### config.mk
export PLATFORM = sky130hd
export DESIGN_NAME = debug_scan_ctrl
export DESIGN_NICKNAME = d
export VERILOG_FILES = /design/src/rtl/dbg_pkg.sv /design/src/rtl/debug_scan_ctrl.sv
export SDC_FILE = /design/constraint.sdc
export NUM_CORES = 1
export LEC_CHECK = 0
export CORE_MARGIN = 2
export CORE_UTILIZATION = 45
export CTS_BUF_LIST = sky130_fd_sc_hd__clkbuf_16
export DETAILED_ROUTE_END_ITERATION = 8
export GPL_TIMING_DRIVEN = 0
export PLACE_DENSITY = 0.81
export SYNTH_ARGS = -nofsm -noshare
export SYNTH_HDL_FRONTEND = slang
export SYNTH_SLANG_ARGS = --single-unit
### constraint.sdc
create_clock -name clk -period 3.2 [get_ports clk]
set_input_delay 0.96 -clock clk [delete_from_list [all_inputs] [get_ports clk]]
set_output_delay 0.96 -clock clk [all_outputs]
set_load 0.05 [all_outputs]
### src/rtl/dbg_pkg.sv
// Shared definitions for the debug-bus scan sequencer.
//   ds_state_e     : sequencer state encoding (DS_IDLE..DS_DONE)
//   REG_*          : region select values carried in chk_addr[19:16]
//   READ_LAT_DEF   : default debug-bus read latency in cycles (1..7)
//   CNT_W_DEF      : default width of the burst word count
//   next_scan_addr : burst address step that never leaves the current region
package dbg_pkg;

  typedef enum logic [2:0] {
    DS_IDLE  = 3'd0,
    DS_ISSUE = 3'd1,
    DS_WAIT  = 3'd2,
    DS_SEND  = 3'd3,
    DS_DONE  = 3'd4
  } ds_state_e;

  localparam logic [3:0] REG_PROBE = 4'h0;
  localparam logic [3:0] REG_RF    = 4'h1;
  localparam logic [3:0] REG_IMU   = 4'h2;
  localparam logic [3:0] REG_DMU   = 4'h3;

  localparam int READ_LAT_DEF = 1;
  localparam int CNT_W_DEF    = 16;

  // Only the low half counts; the upper half is the region select and stays
  // fixed, so a long burst wraps inside its region instead of spilling over.
  function automatic logic [31:0] next_scan_addr(input logic [31:0] addr);
    return {addr[31:16], addr[15:0] + 16'd1};
  endfunction

endpackage

### src/rtl/debug_scan_ctrl.sv
// debug_scan_ctrl: single owner of the core's debug bus (chk_addr/chk_data).
// While idle the manual probe address passes straight through to chk_addr.
// On a command it walks cmd_count consecutive addresses from cmd_base, samples
// chk_data READ_LAT cycles after each address change and streams
// {out_addr, out_data} words over a valid/ready handshake.
//
// Ports
//   clk, rstn             clock, asynchronous active-low reset
//   man_addr              manual probe address, driven onto chk_addr in IDLE
//   cmd_valid/cmd_ready   burst request handshake (ready only in IDLE)
//   cmd_base, cmd_count   first address and number of words (0 = empty burst)
//   cmd_abort             cancel a running burst (ignored in IDLE)
//   chk_addr, chk_data    debug bus address out / read data in
//   out_valid/out_ready   stream handshake
//   out_addr, out_data    streamed word: address and sampled data
//   out_last              final word of the burst, qualified by out_valid
//   busy                  sequencer not in IDLE
//   done, aborted         one-cycle completion / cancellation pulses
module debug_scan_ctrl
  import dbg_pkg::*;
#(
  parameter int READ_LAT = READ_LAT_DEF,  // 1..7
  parameter int CNT_W    = CNT_W_DEF
) (
  input  logic             clk,
  input  logic             rstn,
  input  logic [31:0]      man_addr,
  input  logic             cmd_valid,
  output logic             cmd_ready,
  input  logic [31:0]      cmd_base,
  input  logic [CNT_W-1:0] cmd_count,
  input  logic             cmd_abort,
  output logic [31:0]      chk_addr,
  input  logic [31:0]      chk_data,
  output logic             out_valid,
  input  logic             out_ready,
  output logic [31:0]      out_addr,
  output logic [31:0]      out_data,
  output logic             out_last,
  output logic             busy,
  output logic             done,
  output logic             aborted
);

  // WAIT starts from READ_LAT-1 so that, counting the ISSUE cycle, the sample
  // lands READ_LAT+1 edges after chk_addr changed.
  localparam logic [2:0] LAT_LOAD = 3'(READ_LAT - 1);

  ds_state_e        state_q, state_d;
  logic [31:0]      cur_addr_q, cur_addr_d;
  logic [CNT_W-1:0] remain_q, remain_d;
  logic [2:0]       lat_cnt_q, lat_cnt_d;
  logic [31:0]      out_addr_q, out_addr_d;
  logic [31:0]      out_data_q, out_data_d;
  logic             out_valid_q, out_valid_d;
  logic             out_last_q, out_last_d;
  logic             done_q, done_d;
  logic             aborted_q, aborted_d;

  logic abort_req;
  logic last_word;
  logic lat_zero;

  assign abort_req = cmd_abort && (state_q != DS_IDLE);
  assign last_word = (remain_q == CNT_W'(1));
  assign lat_zero  = (lat_cnt_q == 3'd0);

  // ---------------------------------------------------------------------------
  // FSM: state register
  // ---------------------------------------------------------------------------
  // NOTE: sequential state uses non-blocking assignments so every register
  // samples the pre-edge values regardless of process evaluation order.
  always_ff @(posedge clk or negedge rstn) begin
    if (!rstn) begin
      state_q <= DS_IDLE;
    end else begin
      state_q <= state_d;
    end
  end

  // ---------------------------------------------------------------------------
  // FSM: next state
  // ---------------------------------------------------------------------------
  // NOTE: every combinational output gets a default before the case so no path
  // leaves it unassigned, which would otherwise infer a latch.
  always_comb begin
    state_d = state_q;
    if (abort_req) begin
      // Abort outranks a same-cycle stream handshake: that word is lost.
      state_d = DS_IDLE;
    end else begin
      unique case (state_q)
        DS_IDLE: begin
          if (cmd_valid) begin
            state_d = (cmd_count == '0) ? DS_DONE : DS_ISSUE;
          end
        end
        DS_ISSUE: state_d = DS_WAIT;
        DS_WAIT: begin
          if (lat_zero) state_d = DS_SEND;
        end
        DS_SEND: begin
          if (out_ready) state_d = last_word ? DS_DONE : DS_ISSUE;
        end
        DS_DONE: state_d = DS_IDLE;
        default: state_d = DS_IDLE;
      endcase
    end
  end

  // ---------------------------------------------------------------------------
  // FSM: outputs decoded from the registered state
  // ---------------------------------------------------------------------------
  always_comb begin
    cmd_ready = (state_q == DS_IDLE);
    busy      = (state_q != DS_IDLE);
    // In a burst chk_addr comes from cur_addr_q, so it is glitch-free and
    // stable from ISSUE through SEND.
    chk_addr  = (state_q == DS_IDLE) ? man_addr : cur_addr_q;
  end

  // ---------------------------------------------------------------------------
  // Datapath: address walk, word count, latency counter, output word
  // ---------------------------------------------------------------------------
  always_comb begin
    cur_addr_d  = cur_addr_q;
    remain_d    = remain_q;
    lat_cnt_d   = lat_cnt_q;
    out_addr_d  = out_addr_q;
    out_data_d  = out_data_q;
    out_valid_d = out_valid_q;
    out_last_d  = out_last_q;
    done_d      = 1'b0;
    aborted_d   = 1'b0;

    if (abort_req) begin
      out_valid_d = 1'b0;
      out_last_d  = 1'b0;
      aborted_d   = 1'b1;
    end else begin
      unique case (state_q)
        DS_IDLE: begin
          if (cmd_valid) begin
            cur_addr_d = cmd_base;
            remain_d   = cmd_count;
          end
        end
        DS_ISSUE: lat_cnt_d = LAT_LOAD;
        DS_WAIT: begin
          if (lat_zero) begin
            out_addr_d  = cur_addr_q;
            out_data_d  = chk_data;
            out_valid_d = 1'b1;
            out_last_d  = last_word;
          end else begin
            lat_cnt_d = lat_cnt_q - 3'd1;
          end
        end
        DS_SEND: begin
          // out_* are simply held while the sink stalls.
          if (out_ready) begin
            out_valid_d = 1'b0;
            out_last_d  = 1'b0;
            if (!last_word) begin
              remain_d   = remain_q - CNT_W'(1);
              cur_addr_d = next_scan_addr(cur_addr_q);
            end
          end
        end
        DS_DONE: done_d = 1'b1;
        default: ;
      endcase
    end
  end

  always_ff @(posedge clk or negedge rstn) begin
    if (!rstn) begin
      cur_addr_q  <= '0;
      remain_q    <= '0;
      lat_cnt_q   <= '0;
      out_addr_q  <= '0;
      out_data_q  <= '0;
      out_valid_q <= 1'b0;
      out_last_q  <= 1'b0;
      done_q      <= 1'b0;
      aborted_q   <= 1'b0;
    end else begin
      cur_addr_q  <= cur_addr_d;
      remain_q    <= remain_d;
      lat_cnt_q   <= lat_cnt_d;
      out_addr_q  <= out_addr_d;
      out_data_q  <= out_data_d;
      out_valid_q <= out_valid_d;
      out_last_q  <= out_last_d;
      done_q      <= done_d;
      aborted_q   <= aborted_d;
    end
  end

  assign out_valid = out_valid_q;
  assign out_addr  = out_addr_q;
  assign out_data  = out_data_q;
  assign out_last  = out_last_q;
  // Both pulses are registered, so they appear in the IDLE cycle that follows
  // DONE or the abort; an abort while in DONE therefore suppresses done.
  assign done      = done_q;
  assign aborted   = aborted_q;

endmodule

**After elaboration in Yosys (flattened, before gate mapping)**

Cells that the tools add are included.

- Input port bits: 117
- Register bits: 122
- Word-level logic and storage cells: 70

- Add/subtract/negate cells: 3
- Bitwise gates (word level): 2
- Multiplexer cells: 28
- Equal/unequal tests: 12
- Reduce and logical (&&, ||, !) cells: 14

Operators with widths:

| cell | count |
|---|---|
| 16-bit two-way mux | 5 |
| 32-bit two-way mux | 2 |
| 32-bit case mux with 2 select lines | 1 |
| 16-bit case mux with 2 select lines | 1 |
| 3-bit two-way mux | 7 |
| 16-bit by 1-bit adder with 16-bit output (second input constant) | 1 |
| 16-bit by 1-bit == test with 1-bit output (second input constant) | 1 |
| 16-bit zero test | 1 |
| 16-bit by 1-bit subtractor with 16-bit output (second input constant) | 1 |
| 3-bit case mux with 4 select lines | 1 |
| 3-bit AND reduction | 4 |
| 1-bit two-way mux | 8 |
| 2-bit != test (second input constant) | 4 |
| 3-bit by 2-bit == test with 1-bit output (second input constant) | 2 |
| 3-bit zero test | 2 |
| 3-bit != test (second input constant) | 2 |
| 3-bit case mux with 2 select lines | 1 |
| 3-bit nonzero test | 2 |
| 5-bit AND reduction | 1 |
| 1-bit case mux with 2 select lines | 2 |
| 4-bit AND reduction | 1 |
| 2-bit nonzero test | 2 |
| 3-bit by 1-bit == test with 1-bit output (second input constant) | 1 |
| 3-bit == test (second input constant) | 1 |
| other kinds (4) | 5 |

**Depth between registers and ports, before layout**

- Word-level depth: 5
- Depth in mapped cells: 9
- Gate-level depth less buffers: 7

**Worst setup path after synthesis**

Ideal clock, no wire load.

- Path type: register to output
- Start point: register state_q[1]
- End point: output chk_addr[10]
- Buffers on the path: 5
- Cell stages (with the launch flop): 10
- Slack: -0.223 ns
- Data arrival time: 2.463 ns
- Path through: dfrtp_1 > clkbuf_1 > or3_1 > clkbuf_1 > inv_1 > clkbuf_1 > clkbuf_1 > buf_2 > nand2_1 > nand2_1

- Longest elaborated chain between the ends: 2

Ends and longest elaborated chain:

| item | RTL line | text |
|---|---|---|
| from (decl) | debug_scan_ctrl.sv:49 | `ds_state_e state_q, state_d;` |
| from (signal assigned) | debug_scan_ctrl.sv:77 | `state_q <= state_d;` |
| 3-bit zero test | n/a |  |
| via cmd_ready | debug_scan_ctrl.sv:29 | `output logic cmd_ready,` |
| 32-bit two-way mux | debug_scan_ctrl.sv:119 | `chk_addr = (state_q == DS_IDLE) ? man_addr : cur_addr_q;` |
| to (decl) | debug_scan_ctrl.sv:33 | `output logic [31:0] chk_addr,` |

The timed path passes the listed nets, and every way through them passes these cells.

**Worst setup path in the final report**

- Start point: register state_q[1]
- End point: output chk_addr[25]

- Longest elaborated chain between the ends: 2

Ends and longest elaborated chain:

| item | RTL line |
|---|---|
| 3-bit zero test | debug_scan_ctrl.sv:119 |
| 32-bit two-way mux | debug_scan_ctrl.sv:119 |

No other way between the ends.

==> flow_summary.ini <==
[final_layout]
stdcell_count = 990
stdcell_area_sq_um = 8976
drive_above_1_share = 0.2359
syn2layout_area_growth_pct = 49.61
final_nets = 924
fin_util = 0.6832
fillerInstances = 1008
diodes = 0

[synth]
synthAdderAreaFrac = 0.01043
netlist-cell-type-count = 55
yosys_register_bits = 122
synth_nets = 684
synth_area_in_compound_gates = 0.1264
synth.mux.area_fraction = 0.1816
synth.top_cell.area_share = 0.5089
synth_area_leaders = sky130_fd_sc_hd__dfrtp_1 (51%), sky130_fd_sc_hd__mux2_2 (18%), sky130_fd_sc_hd__nand2_1 (4.5%), sky130_fd_sc_hd__o21ai_0 (3.0%), sky130_fd_sc_hd__a21oi_1 (2.6%)
synth.yosys.seq_area_share = 0.5089
synth_top_family_by_area = multiplexers
synth.largest_area_cell = sky130_fd_sc_hd__dfrtp_1
post_synth.cell_area_avg_sq_um = 10.68
asyncSetResetFlopFracSynth = 1.000
post_synth_and_or_nand_nor_area_fraction = 0.1385
synthesis.instances = 562
synth_area_sq_um = 6000
yosys_most_used_dff = sky130_fd_sc_hd__dfrtp_1
post_synth_xor_area_fraction = 0
synth-edff-count = 0
synth.yosys.warnings = 0

[worst_setup_path]
crit_top_cell = sky130_fd_sc_hd__buf_8
critical_path.startpoint_type = flip-flop
crit_chain = or3_4 -> inv_2 -> buf_8 -> buf_8 -> mux2_2 -> buf_4
path_class = flip-flop to primary output
setup.worst_path.end_class = primary output
critical_path.n_buffers_inverters = 4
crit_path_max_fanout = 10
worst-endpoint-required_ns = 2.24
worst_r2r_path_depth = 7
r2r_end = remain_q[12]$_DFFE_PN0P_
register_to_register_setup_slack_ns = 0.50
critical_path.max_stage_delay_ns = 0.42
reg2reg_from = remain_q[1]$_DFFE_PN0P_
timing.critical_path.arrival_ns = 2.17
worst_path_max_delay_cell = sky130_fd_sc_hd__dfrtp_2
path_delay_family = buffers and inverters

[power]
switching_share = 0.4827
switchingPower_uw = 5093
seq_power_share = 0.269
irDropWorstVdd_v = 0.0006776
internal_power_consumption_uw = 5457
power.share.combinational = 0.570
power_per_cell_area_nw_per_um2 = 1175
cellLeakagePower_uw = 0.003796
power.clock.fraction = 0.160

[routing]
drcViolationCount = 0
detail_route.wl_per_cell_um = 18.99
route.antenna.remaining_nets = 0
vias_per_cell = 5.612
drtIter0Drc = 342
dr_total_vias = 5556
drt_first_pass_iters = 5
routed_wirelength_mm = 18.80

[clock_network]
cts_htree_levels = 4
cts.sinks = 122
path_clk_slew_ns = 0.05
tritoncts = done
cts_buffer_depth = 2
cts.root.buffer_cell = sky130_fd_sc_hd__clkbuf_16
clock_insertion_delay_worst_skew_ns = 0.41
numCtsBuffers = 17

[timing]
timing.final.crit_period_ns = 3.135
timing_hold_violations_final = 0
max_slew_margin = 0.5200
max_slew_violation_total_from_the_final_report = 0
period_share = 0.9796
post_route_clock_skew_ns = 0.007791
rsz_0062_raised_after_global_routing = false
tightest_slew_ns = 0.7134
upper_clock_frequency_limit_mhz = 319.0
setup-violations-final = 0
hold_slack_ns = 0.4760

[floorplan]
core_area_sq_um = 13140
floorplan.io_pins = 219
initial_utilization = 0.4567
row_count = 42
die_height_um = 119.5
die_x_um = 119.5
die-area_sq_um = 14270

[grt]
grtUsageTotal = 0.2665
maximum_number_of_pins_on_one_net_before_global_route_repair = 76
grt.overflow.total = 0
grt_antenna_before_repair = 0
first_pass_grt_wire_length_mm = 29.61
first_global_vias = 5745

[place]
finalWeightedCongestion = 0.9133
post_detail_place_hpwl_mm = 13.71
port_buffers = 218
numPlacedInstances = 957
dpl-instance-area_sq_um = 8457

[worst_hold_path]
worst_hold_path_type = input pin to async pin

[run]
cap_viol_max_count = 0

[status]
status = completed
[state kept, by name, indices dropped and copies added (netlist names)]
| signal | cells |
|---|---|
| aborted | 1 |
| lat_cnt_q | 3 |
| remain_q | 16 |
| out_addr | 32 |
| cur_addr_q | 32 |
| done | 1 |
| out_last | 1 |
| out_valid | 1 |
| state_q | 3 |
| out_data | 32 |
[worst max path at each step]
stage,from,to,slack (ns),depth (start not counted)
6_report,state_q[1]$_DFFE_PN0P_,chk_addr[25],0.07,6
5_1_grt,state_q[1]$_DFFE_PN0P_,chk_addr[23],0.03,6
4_1_cts,cmd_valid,remain_q[5]$_DFFE_PN0P_,0.04,8
3_5_place_dp,state_q[1]$_DFFE_PN0P_,chk_addr[6],-0.89,10
3_3_place_gp,rstn,remain_q[5]$_DFFE_PN0P_,-3.42,1
2_1_floorplan,state_q[1]$_DFFE_PN0P_,chk_addr[3],-0.15,7
[per-layer routing]
| metal | track usage | part of all wire | wire length [um] |
|---|---|---|---|
| met1 | 0.3285 | 0.40 | 7493 |
| met2 | 0.4521 | 0.50 | 9408 |
| met3 | 0.04933 | 0.070 | 1325 |
| met4 | 0.1250 | 0.030 | 573 |
| met5 | 0 | 0 | 0 |
[cells in the final DEF (no fill, tap or decap), types with 12 or more instances in the layout]
cell type	n
sky130_fd_sc_hd__clkdlybuf4s50_1	183
sky130_fd_sc_hd__dfrtp_1	120
sky130_fd_sc_hd__mux2_2	95
sky130_fd_sc_hd__nand2_1	63
sky130_fd_sc_hd__o21ai_0	36
sky130_fd_sc_hd__a21oi_1	30
sky130_fd_sc_hd__nor2_1	26
sky130_fd_sc_hd__clkbuf_1	21
sky130_fd_sc_hd__buf_4	18
sky130_fd_sc_hd__clkbuf_16	17
sky130_fd_sc_hd__inv_1	16
sky130_fd_sc_hd__nor4_1	12
sky130_fd_sc_hd__nor3_1	12
sky130_fd_sc_hd__buf_2	12
[power by group through the flow]
stage,sequential (uW),combinational [uW],clock [uW]
2_1_floorplan,4070,2670,0
3_3_place_gp,2790,5890,0
3_5_place_dp,2840,6000,0
4_1_cts,2830,6010,1710
5_1_grt,2930,6310,1780
6_report,2840,6020,1690
[layout make-up]
type / instances / area, sq um / area share
clock buffers: 17 / 425.4 / 0.04739
inverters: 11 / 41.29 / 0.004600
repair buffers: 223 / 2168 / 0.2416
multi-input cells: 391 / 2773 / 0.3089
clock inverters: 14 / 96.34 / 0.01073
plain buffers: 36 / 196.4 / 0.02188
well taps: 176 / 220.2 / 0.02453
flip-flops and latches: 122 / 3055 / 0.3404
[Yosys cell counts, drive strengths merged (4+ instances only)]
master and number:
a211oi 5, inv 11, o21ai 37, or3 9, nand2 72, nor4 12
mux2 95, o22ai 5, a31oi 5, ha 5, nor3 12, a22oi 5
nand3 9, buf 12, a311oi 4, and2 4, nand4 7, nor2 26
clkbuf 26, o2bb2ai 4, a21oi 31, or4 4, dfrtp 122
[kinds of logic (layout without fill, tap and decap cells)]
group,Yosys count,count (layout)
adder cells (fa/ha/maj),5,5
AO/OA/AOI/OAI,119,119
multiplexers,97,97
buffers and inverters,49,301
flip-flops,122,122
AND/OR/NAND/NOR,170,170
[timing repair]
action / 4_1_cts / 5_1_grt
gates cloned: 1 / 0
gates resized for setup: 180 / 20
hold buffers: 0 / 0
setup buffers: 3 / 0
pin swaps: 1 / 0
setup endpoints to repair: 41 / 40
[metrics by stage]
step / total power (uW) / setup TNS (ns) / worst slack, ns
3_5_place_dp: 8843 / -30.34 / -0.8891
3_3_place_gp: 8675 / -443.80 / -3.421
5_1_grt: 11010 / 0 / 0.02632
6_report: 10550 / 0 / 0.06537
2_1_floorplan: 6740 / -0.3056 / -0.1528
4_1_cts: 10550 / 0 / 0.03808
No activity file was read; power rests on OpenSTA's default activity.
